**src/rtl/key_expansion_seq.sv**
```systemverilog
// rtl/key_expansion_seq.sv - sequential AES-128 key schedule, one round key per valid/ready handshake
module key_expansion_seq #(
  parameter int NR    = 10,
  parameter int KEY_W = 128
) (
  input  logic             clk,
  input  logic             rst_n,
  input  logic             start,
  input  logic [0:KEY_W-1] keyIn,
  output logic [0:31]      rconRound,
  input  logic [0:31]      rconValue,
  output logic [0:31]      subWordIn,
  input  logic [0:31]      subWordOut,
  output logic [0:KEY_W-1] roundKey,
  output logic [3:0]       roundIdx,
  output logic             keyValid,
  input  logic             keyReady,
  output logic             busy,
  output logic             done
);

  typedef enum logic {IDLE, EXPAND} state_t;

  state_t      state, state_next;
  logic        handshake, last_key;
  logic [0:31] w0, w1, w2, w3;
  logic [0:31] temp, n0, n1, n2, n3;

  assign w0 = roundKey[0:31];
  assign w1 = roundKey[32:63];
  assign w2 = roundKey[64:95];
  assign w3 = roundKey[96:127];

  assign handshake = keyValid & keyReady;
  assign last_key  = (roundIdx == 4'(NR));

  // Rcon lookup index runs one ahead of the key being presented
  assign rconRound = {28'b0, roundIdx + 4'd1};
  assign subWordIn = {w3[8:31], w3[0:7]};

  assign temp = subWordOut ^ rconValue;
  assign n0   = w0 ^ temp;
  assign n1   = w1 ^ n0;
  assign n2   = w2 ^ n1;
  assign n3   = w3 ^ n2;

  always_ff @(posedge clk or negedge rst_n) begin
    if (!rst_n) begin
      state    <= IDLE;
      roundKey <= '0;
      roundIdx <= '0;
      done     <= 1'b0;
    end else begin
      state <= state_next;
      done  <= (state == EXPAND) && handshake && last_key;
      if (state == IDLE && start) begin
        roundKey <= keyIn;
        roundIdx <= '0;
      end else if (state == EXPAND && handshake && !last_key) begin
        roundKey <= {n0, n1, n2, n3};
        roundIdx <= roundIdx + 4'd1;
      end
    end
  end

  always_comb begin
    state_next = state;
    case (state)
      IDLE:    if (start) state_next = EXPAND;
      EXPAND:  if (handshake && last_key) state_next = IDLE;
      default: state_next = IDLE;
    endcase
  end

  always_comb begin
    keyValid = (state == EXPAND);
    busy     = (state == EXPAND);
  end

endmodule

```
**config.mk**
```make
export PLATFORM = sky130hd
export DESIGN_NAME = key_expansion_seq
export DESIGN_NICKNAME = d
export VERILOG_FILES = /design/src/rtl/key_expansion_seq.sv
export SDC_FILE = /design/constraint.sdc
export NUM_CORES = 1
export LEC_CHECK = 0
export CAP_MARGIN = 5
export CORE_AREA = 2 2 153 155
export DETAILED_ROUTE_END_ITERATION = 8
export DIE_AREA = 0 0 155 157
export GPL_ROUTABILITY_DRIVEN = 0
export PLACE_DENSITY_LB_ADDON = 0.15
export SYNTH_ARGS = -nofsm -noshare
export SYNTH_HDL_FRONTEND = slang
export SYNTH_SLANG_ARGS = --single-unit
```
**constraint.sdc**
```tcl
create_clock -name clk -period 1.7 [get_ports clk]
set_clock_uncertainty 0.1 [all_clocks]
set_input_delay 0.255 -clock clk [delete_from_list [all_inputs] [get_ports clk]]
set_output_delay 0.255 -clock clk [all_outputs]
set_load 0.1 [all_outputs]
```
==> impl_metrics.py, run 1 <==
metrics = {
    "outcome": {
        "status": "finished with violations",
        "violations": "negative setup slack",
    },
    "critical_path": {
        "critPathBufInv": 3,
        "critPathMaxStageDelay_ps": 440,
        "critPathTopFamily": "simple AND/OR/NAND/NOR gates",
        "rr_worst_depth": 8,
        "critPathMaxFanout": 8,
        "endpoint_kind": "flip-flop",
        "crit_chain": "clkinvlp_4 -> ha_4 -> nand3b_4 -> buf_6 -> nand2_4 -> buf_16 -> or3_1 -> a31oi_1",
        "cp_slowest_cell": "dfrtp_4",
        "crit_required_ps": 1940,
        "critPathLaunchType": "flip-flop",
        "r2r_end": "roundKey[75]",
        "critPathKind": "flip-flop to flip-flop",
        "worst-endpoint-arrival_ps": 2210,
        "reg2reg_from": "roundIdx[0]",
        "r2r_slack_ps": -260,
    },
    "job": {
        "cap_violations": 0,
    },
    "detailed_routing": {
        "avgViaCountPerCell": 5.25,
        "vias": 8696,
        "drt_iter0_markers": 368,
        "routed_wl_um": 33500,
        "firstDrtPassIters": 4,
        "wl_per_cell_um": 20.2,
        "ant_nets": 0,
        "drcViolationCount": 0,
    },
    "timing": {
        "fmax_mhz": 509,
        "period_needed_ps": 1960,
        "hold_viol_final": 0,
        "fin_crit_sh_pct": 115,
        "fin_ws_ps": -263,
        "worstMarginPinSlew_ps": 505,
        "slew_headroom_pct": 66.1,
        "drv_slew": 0,
        "setup_viol": 137,
        "rsz0062_at_grt": "true",
    },
    "cells_and_area": {
        "final_common_cell": "buf_12",
        "final_core_util_pct": 75.6,
        "syn_to_final_growth_pct": 99.6,
        "nNetsFinal": 1555,
        "fin_cells": 1656,
        "ff_latch_area_sq_mm": 0.00341,
        "final_cell_mix": "buf_12 (199), clkdlybuf4s50_1 (194), xnor2_1 (127)",
        "fill_cells": 1467,
        "multi_input_area_sq_mm": 0.00519,
        "drive_above_1_share_pct": 38.8,
    },
    "synthesis": {
        "yosysUniqueCellTypes": 31,
        "ys_ff_latch": 134,
        "ys_seq_area_share_pct": 39.4,
        "syn_avg_cell_area_sq_um": 9.57,
        "yosysWarnings": 0,
        "netlist_instances": 890,
        "syn_area_sq_mm": 0.00852,
    },
    "clock_tree": {
        "cts-buffers-inserted": 17,
        "cts_buffer_depth": 2,
        "cts.sinks": 134,
        "clk_pin_slew_ps": 60,
        "ctsHtreeMaxLevel": 4,
        "root_buffer": "clkbuf_16",
        "worstSkewPairLatency_ps": 430,
        "cts_tree": "done",
    },
    "global_routing": {
        "grtUsageTotal_pct": 26.8,
        "grt_max_degree": 43,
        "antenna_found_initial": 1,
        "grt_pass1_vias": 9143,
        "gr-total-overflow": 0,
        "grt_pass1_wl_um": 50200,
    },
    "floorplanning": {
        "die_x_um": 155,
        "core-area_sq_mm": 0.0225,
        "dieHeight_um": 157,
        "ioPinCount": 395,
        "dieArea_sq_mm": 0.0243,
        "start_util_pct": 37.9,
        "rows": 55,
    },
    "placed_design": {
        "hpwlAfterDp_um": 22900,
        "dp_cells": 1586,
        "port_buffers": 366,
    },
    "min_path": {
        "hold_path_class": "input pin to asynchronous set/reset pin",
    },
}
==> layer usage <==
| metal | vias to the layer above | routed length [um] | GRT usage (%) |
|---|---|---|---|
| met4 | 0 | 1030 | 9.04 |
| met1 | 4294 | 13400 | 32.0 |
| met5 | - | 0 | 0 |
| li1 | 4000 | - | - |
| met3 | 63 | 2320 | 7.02 |
| met2 | 339 | 16800 | 47.0 |
==> logic make-up after synthesis <==
| family | Yosys count | share of synthesized area [%] |
|---|---|---|
| compound gates | 199 | 15.0 |
| mux | 97 | 11.4 |
| simple gates | 208 | 12.1 |
| other cells | 1 | 0.0440 |
| fa+ha+maj | 2 | 0.294 |
| flops | 134 | 39.4 |
| xor+xnor | 129 | 13.3 |
| buf+inv | 120 | 8.59 |
==> how the worst max path moves through the flow <==
stage,slack (ps),cells past startpoint,endpoint,start
detailed placement,-290,6,roundKey[96],subWordOut[0]
CTS,-250,4,rconRound[29],roundIdx[1]
floorplan,-810,8,roundKey[96],roundIdx[0]
finish,-260,8,roundKey[75],roundIdx[0]
global route,-330,8,roundKey[75],roundIdx[0]
global placement,-300,6,roundKey[96],rconValue[0]
==> area by class of cell <==
cell class / instances / area share (%)
multi-input cells: 664 / 30.5
repair buffers: 536 / 43.3
clock inverters: 11 / 1.16
clock buffers: 21 / 2.77
diodes: 1 / 0.0147
flip-flops and latches: 134 / 20.0
well taps: 285 / 2.10
inverters: 4 / 0.132
==> cell usage after synthesis <==
library cell,number,area (sq um)
a21boi_0,32,240
a21oi_1,3,15.0
a22oi_1,64,480
a31oi_1,32,200
and2_1,1,6.26
and3_1,32,200
and3b_1,1,8.76
buf_1,2,7.51
buf_2,15,75.1
buf_4,62,465
buf_6,4,45.0
clkbuf_1,33,124
conb_1,1,3.75
dfrtp_1,134,3350
ha_1,2,25.0
inv_1,4,15.0
mux2i_1,97,971
nand2_1,67,251
nand2_4,1,11.3
nand2b_1,1,6.26
nand3_1,2,10.0
nand3b_4,1,20.0
nor2_1,36,135
nor2_4,1,11.3
nor2b_1,1,6.26
nor3_1,32,160
o21ai_0,58,290
o21ai_1,10,50.1
or3_1,32,200
xnor2_1,128,1120
xor2_1,1,8.76
==> metrics by stage <==
stage	cell area, sq um	hold slack, ps	setup TNS, ps	worst slack, ps
floorplan	9020	-141	-101510	-812
global placement	15200	84.9	-20660	-296
detailed placement	15200	78.9	-23190	-294
CTS	16700	205	-22150	-249
global route	17000	230	-32260	-333
finish	17000	193	-22150	-263
==> sequential cells by signal, summed over array words and instances, names as in the netlist <==
| register | cells |
|---|---|
| busy | 1 |
| done | 1 |
| roundIdx | 4 |
| roundKey | 128 |
==> repair_timing <==
item / 4_1_cts / 5_1_grt
hold buffers: 1 / 0
cloned: 11 / 6
endpoints found under the hold margin: 127 / 0
setup buffers: 16 / 6
gates resized for setup: 95 / 36
pin swaps: 22 / 15
endpoints found under the setup margin: 132 / 138
Power of run 1 is left out: the tool's default activity adds up to more than one toggle a clock period on the data nets, which glitch-free logic cannot reach.
==> run 2: changes to the inputs <==
Settings changed: SLEW_MARGIN from default to 5.
==> results of run 2 <==
No change in the layout: final DEF, timing and power equal those of run 1.
Power of run 2 is left out for the same reason.
==> RTL edit (config.mk and constraints of run 1) <==
Register the input `keyReady` before use, with the module's reset. The logic sees it one clock later. The other inputs are not delayed to match.
--- a/src/rtl/key_expansion_seq.sv
+++ b/src/rtl/key_expansion_seq.sv
@@ -23,2 +23,12 @@
 
+  logic keyReady_q;
+
+  always_ff @(posedge clk or negedge rst_n) begin
+    if (!rst_n) begin
+      keyReady_q <= '0;
+    end else begin
+      keyReady_q <= keyReady;
+    end
+  end
+
   state_t      state, state_next;
@@ -33,3 +43,3 @@
 
-  assign handshake = keyValid & keyReady;
+  assign handshake = keyValid & keyReady_q;
   assign last_key  = (roundIdx == 4'(NR));
Check against the original RTL: not equivalent (Yosys sat finds a counterexample within 4 cycles, from zero or initial values and one cycle with rst_n low).
==> RTL edit against run 1 <==
The flow still finishes with violations (negative setup slack). Worst hold slack worse by 0.0083 ns. Worst setup slack worse by 0.050 ns. Area after synthesis about the same. Fmax down 2.5%. Sequential cell count up 1. Design area up 2.2%. First-iteration DRC count up 18%. Critical path depth unchanged. Wire length up 4.0%. Non-clock buffer count up 3. Largest cell class unchanged. Highest routed layer unchanged.
Power is left out: the tool's default activity adds up to more than one toggle a clock period on the data nets, which glitch-free logic cannot reach.
==> RTL edit: results (changes against run 1) <==
* Share of layout cells above drive strength 1 at 41.85% (+3.0 points)
* Iter 0 DRT Violations at 433 (+18%)
* Post-synth top cells: dfrtp_1, xnor2_1, mux2i_1
* Clk slew on worst S/H paths at 0.06 ns (about the same)
* Seq/Total Area, Yosys at 39.67% (+0.30 points)
* Antenna violations before repair at 1 (unchanged)
* Total Wirelength at 34820 um (+4.0%)
* Vias in the first global route at 9084 (-0.65%)
* Hold endpoint: keyReady_q
* All-Layer GR Usage at 26.95% (+0.13 points)
* Dpl hpwl at 22480 um (-1.7%)
* Synth Warn # at 0 (unchanged)
* Cell variety after synth at 29 (-6.5%)
* Failing checks: negative setup slack
* Top_reg_cell synth: dfrtp_1
* Maximum clock path buffer count at 2 (unchanged)
* R2R depth at 8 (unchanged)
* H-tree depth at 4 (unchanged)
* CP arrival at 2.25 ns (+0.04 ns)
* R2r startpoint: roundIdx[0]
* Worst-margin pin slew at 0.6834 ns (+0.1787 ns)
* Status: finished with violations
* Setup violators final at 135 (-1.5%)
* Vias per Instance at 5.300 (+0.93%)
* Worst Hold Class: primary input to register
* Reg-to-Reg End: roundKey[114]
* DRC viols at 0 (unchanged)
* Maximum clock rate at 0.4967 GHz (-2.5%)
* Port bufs at 366 (unchanged)
* Crit-path max FO at 8 (unchanged)
* Num CTS Buffers at 17 (unchanged)
* Reg with most FFs: roundKey
* Hold path depth at 1
* Pre-CTS WS at -0.2766 ns (+0.01731 ns)
* First-pass detailed-route iteration total at 5 (+1)
* Asr flop ratio synth at 100.0% (unchanged)
* Pin count of the biggest net entering global routing at 37 (-14%)
* Nets at 1559 (+0.26%)
* Biggest regs: roundKey: 128 flops, roundIdx: 4 flops
* Worst-Skew Late Latency at roughly 0.42 ns
* CTS root buf: clkbuf_16
* Hold path startpoint: keyReady
* Synth area leaders: dfrtp_1, xnor2_1, mux2i_1, a22oi_1, buf_4
* Final setup margin at -0.3131 ns (-0.04988 ns)
* First-pass GRT wire length at 50580 um (+0.69%)
## RTL edit: cell count changes in the layout (fill, tap and decap cells not counted), sizes merged, moves of 2 or more
| cell | before | now |
|---|---|---|
| bufinv | 5 | 2 |
| clkinvlp | 4 | 7 |
| diode | 1 | 3 |
| inv | 2 | 4 |
| nand2 | 69 | 71 |
## RTL edit: area by class of cell
class | instances | area, sq um
antenna | 3 | 7.507
clock buffer | 19 | 452.9
clock inverter | 13 | 146.4
fill | 1423 | 5121
inverter | 3 | 18.77
multi-input combinational | 665 | 5436
sequential | 135 | 3432
tap | 285 | 356.6
timing repair buffer | 539 | 7531
## RTL edit: through the flow
step / cell area [sq um] / instances / util (%) / TNS (ns) / hold WS [ns]
after global routing: 17380 / 1660 / 77.22 / -37.68 / 0.1800
after global placement: 15140 / 1572 / 67.30 / -19.53 / 0.09709
final: 17380 / 1662 / 77.24 / -28.27 / 0.1848
after floorplan: 9037 / 917 / - / -101.63 / -0.1406
after detailed placement: 15140 / 1572 / 67.30 / -22.67 / 0.09974
after CTS: 16640 / 1640 / 73.95 / -25.20 / 0.1624
## RTL edit: timing repair
item                                    4_1_cts  5_1_grt
pin swaps                                    37       49
buffers inserted                             24       16
endpoints found under the setup margin      134      137
hold buffers                                  1        0
gates cloned                                 12       10
endpoints found under the hold margin        69        0
resized for setup                            92      142
## RTL edit: critical path, cell delays in order (launching register included)
cell	delay [ns]
dfrtp_4	0.49
clkinvlp_4	0.10
ha_4	0.17
and3b_2	0.31
buf_12	0.17
buf_12	0.12
nor3_4	0.03
mux2i_1	0.22
mux2i_1	0.21
## RTL edit: per-layer routing
| layer | track usage [%] | share of wire, % | up-vias |
|---|---|---|---|
| li1 | - | - | 4016 |
| met1 | 32.87 | 40 | 4371 |
| met2 | 46.92 | 51 | 359 |
| met3 | 6.305 | 6.7 | 63 |
| met4 | 9.171 | 3.0 | 0 |
| met5 | 0 | 0 | - |
## RTL edit: kinds of logic (layout without fill, tap and decap cells)
group / count (synthesis) / count (layout) / synth area share, %
compound gates: 197 / 197 / 14.87
xor+xnor: 130 / 130 / 13.37
fa+ha+maj: 2 / 2 / 0.2938
buf+inv: 119 / 574 / 8.256
flops: 135 / 135 / 39.67
mux: 97 / 97 / 11.40
other cells: 1 / 31 / 0.04403
simple gates: 209 / 211 / 12.11
## RTL edit: worst max-delay path by stage
stage	depth (start not counted)	endpoint	slack, ns	from
2_1_floorplan	7	roundKey[77]	-0.81	roundIdx[0]
6_report	8	roundKey[114]	-0.31	roundIdx[0]
5_1_grt	8	roundKey[114]	-0.38	roundIdx[0]
4_1_cts	4	rconRound[29]	-0.24	roundIdx[0]
3_5_place_dp	5	roundKey[117]	-0.28	start
3_3_place_gp	7	roundKey[121]	-0.25	roundIdx[0]
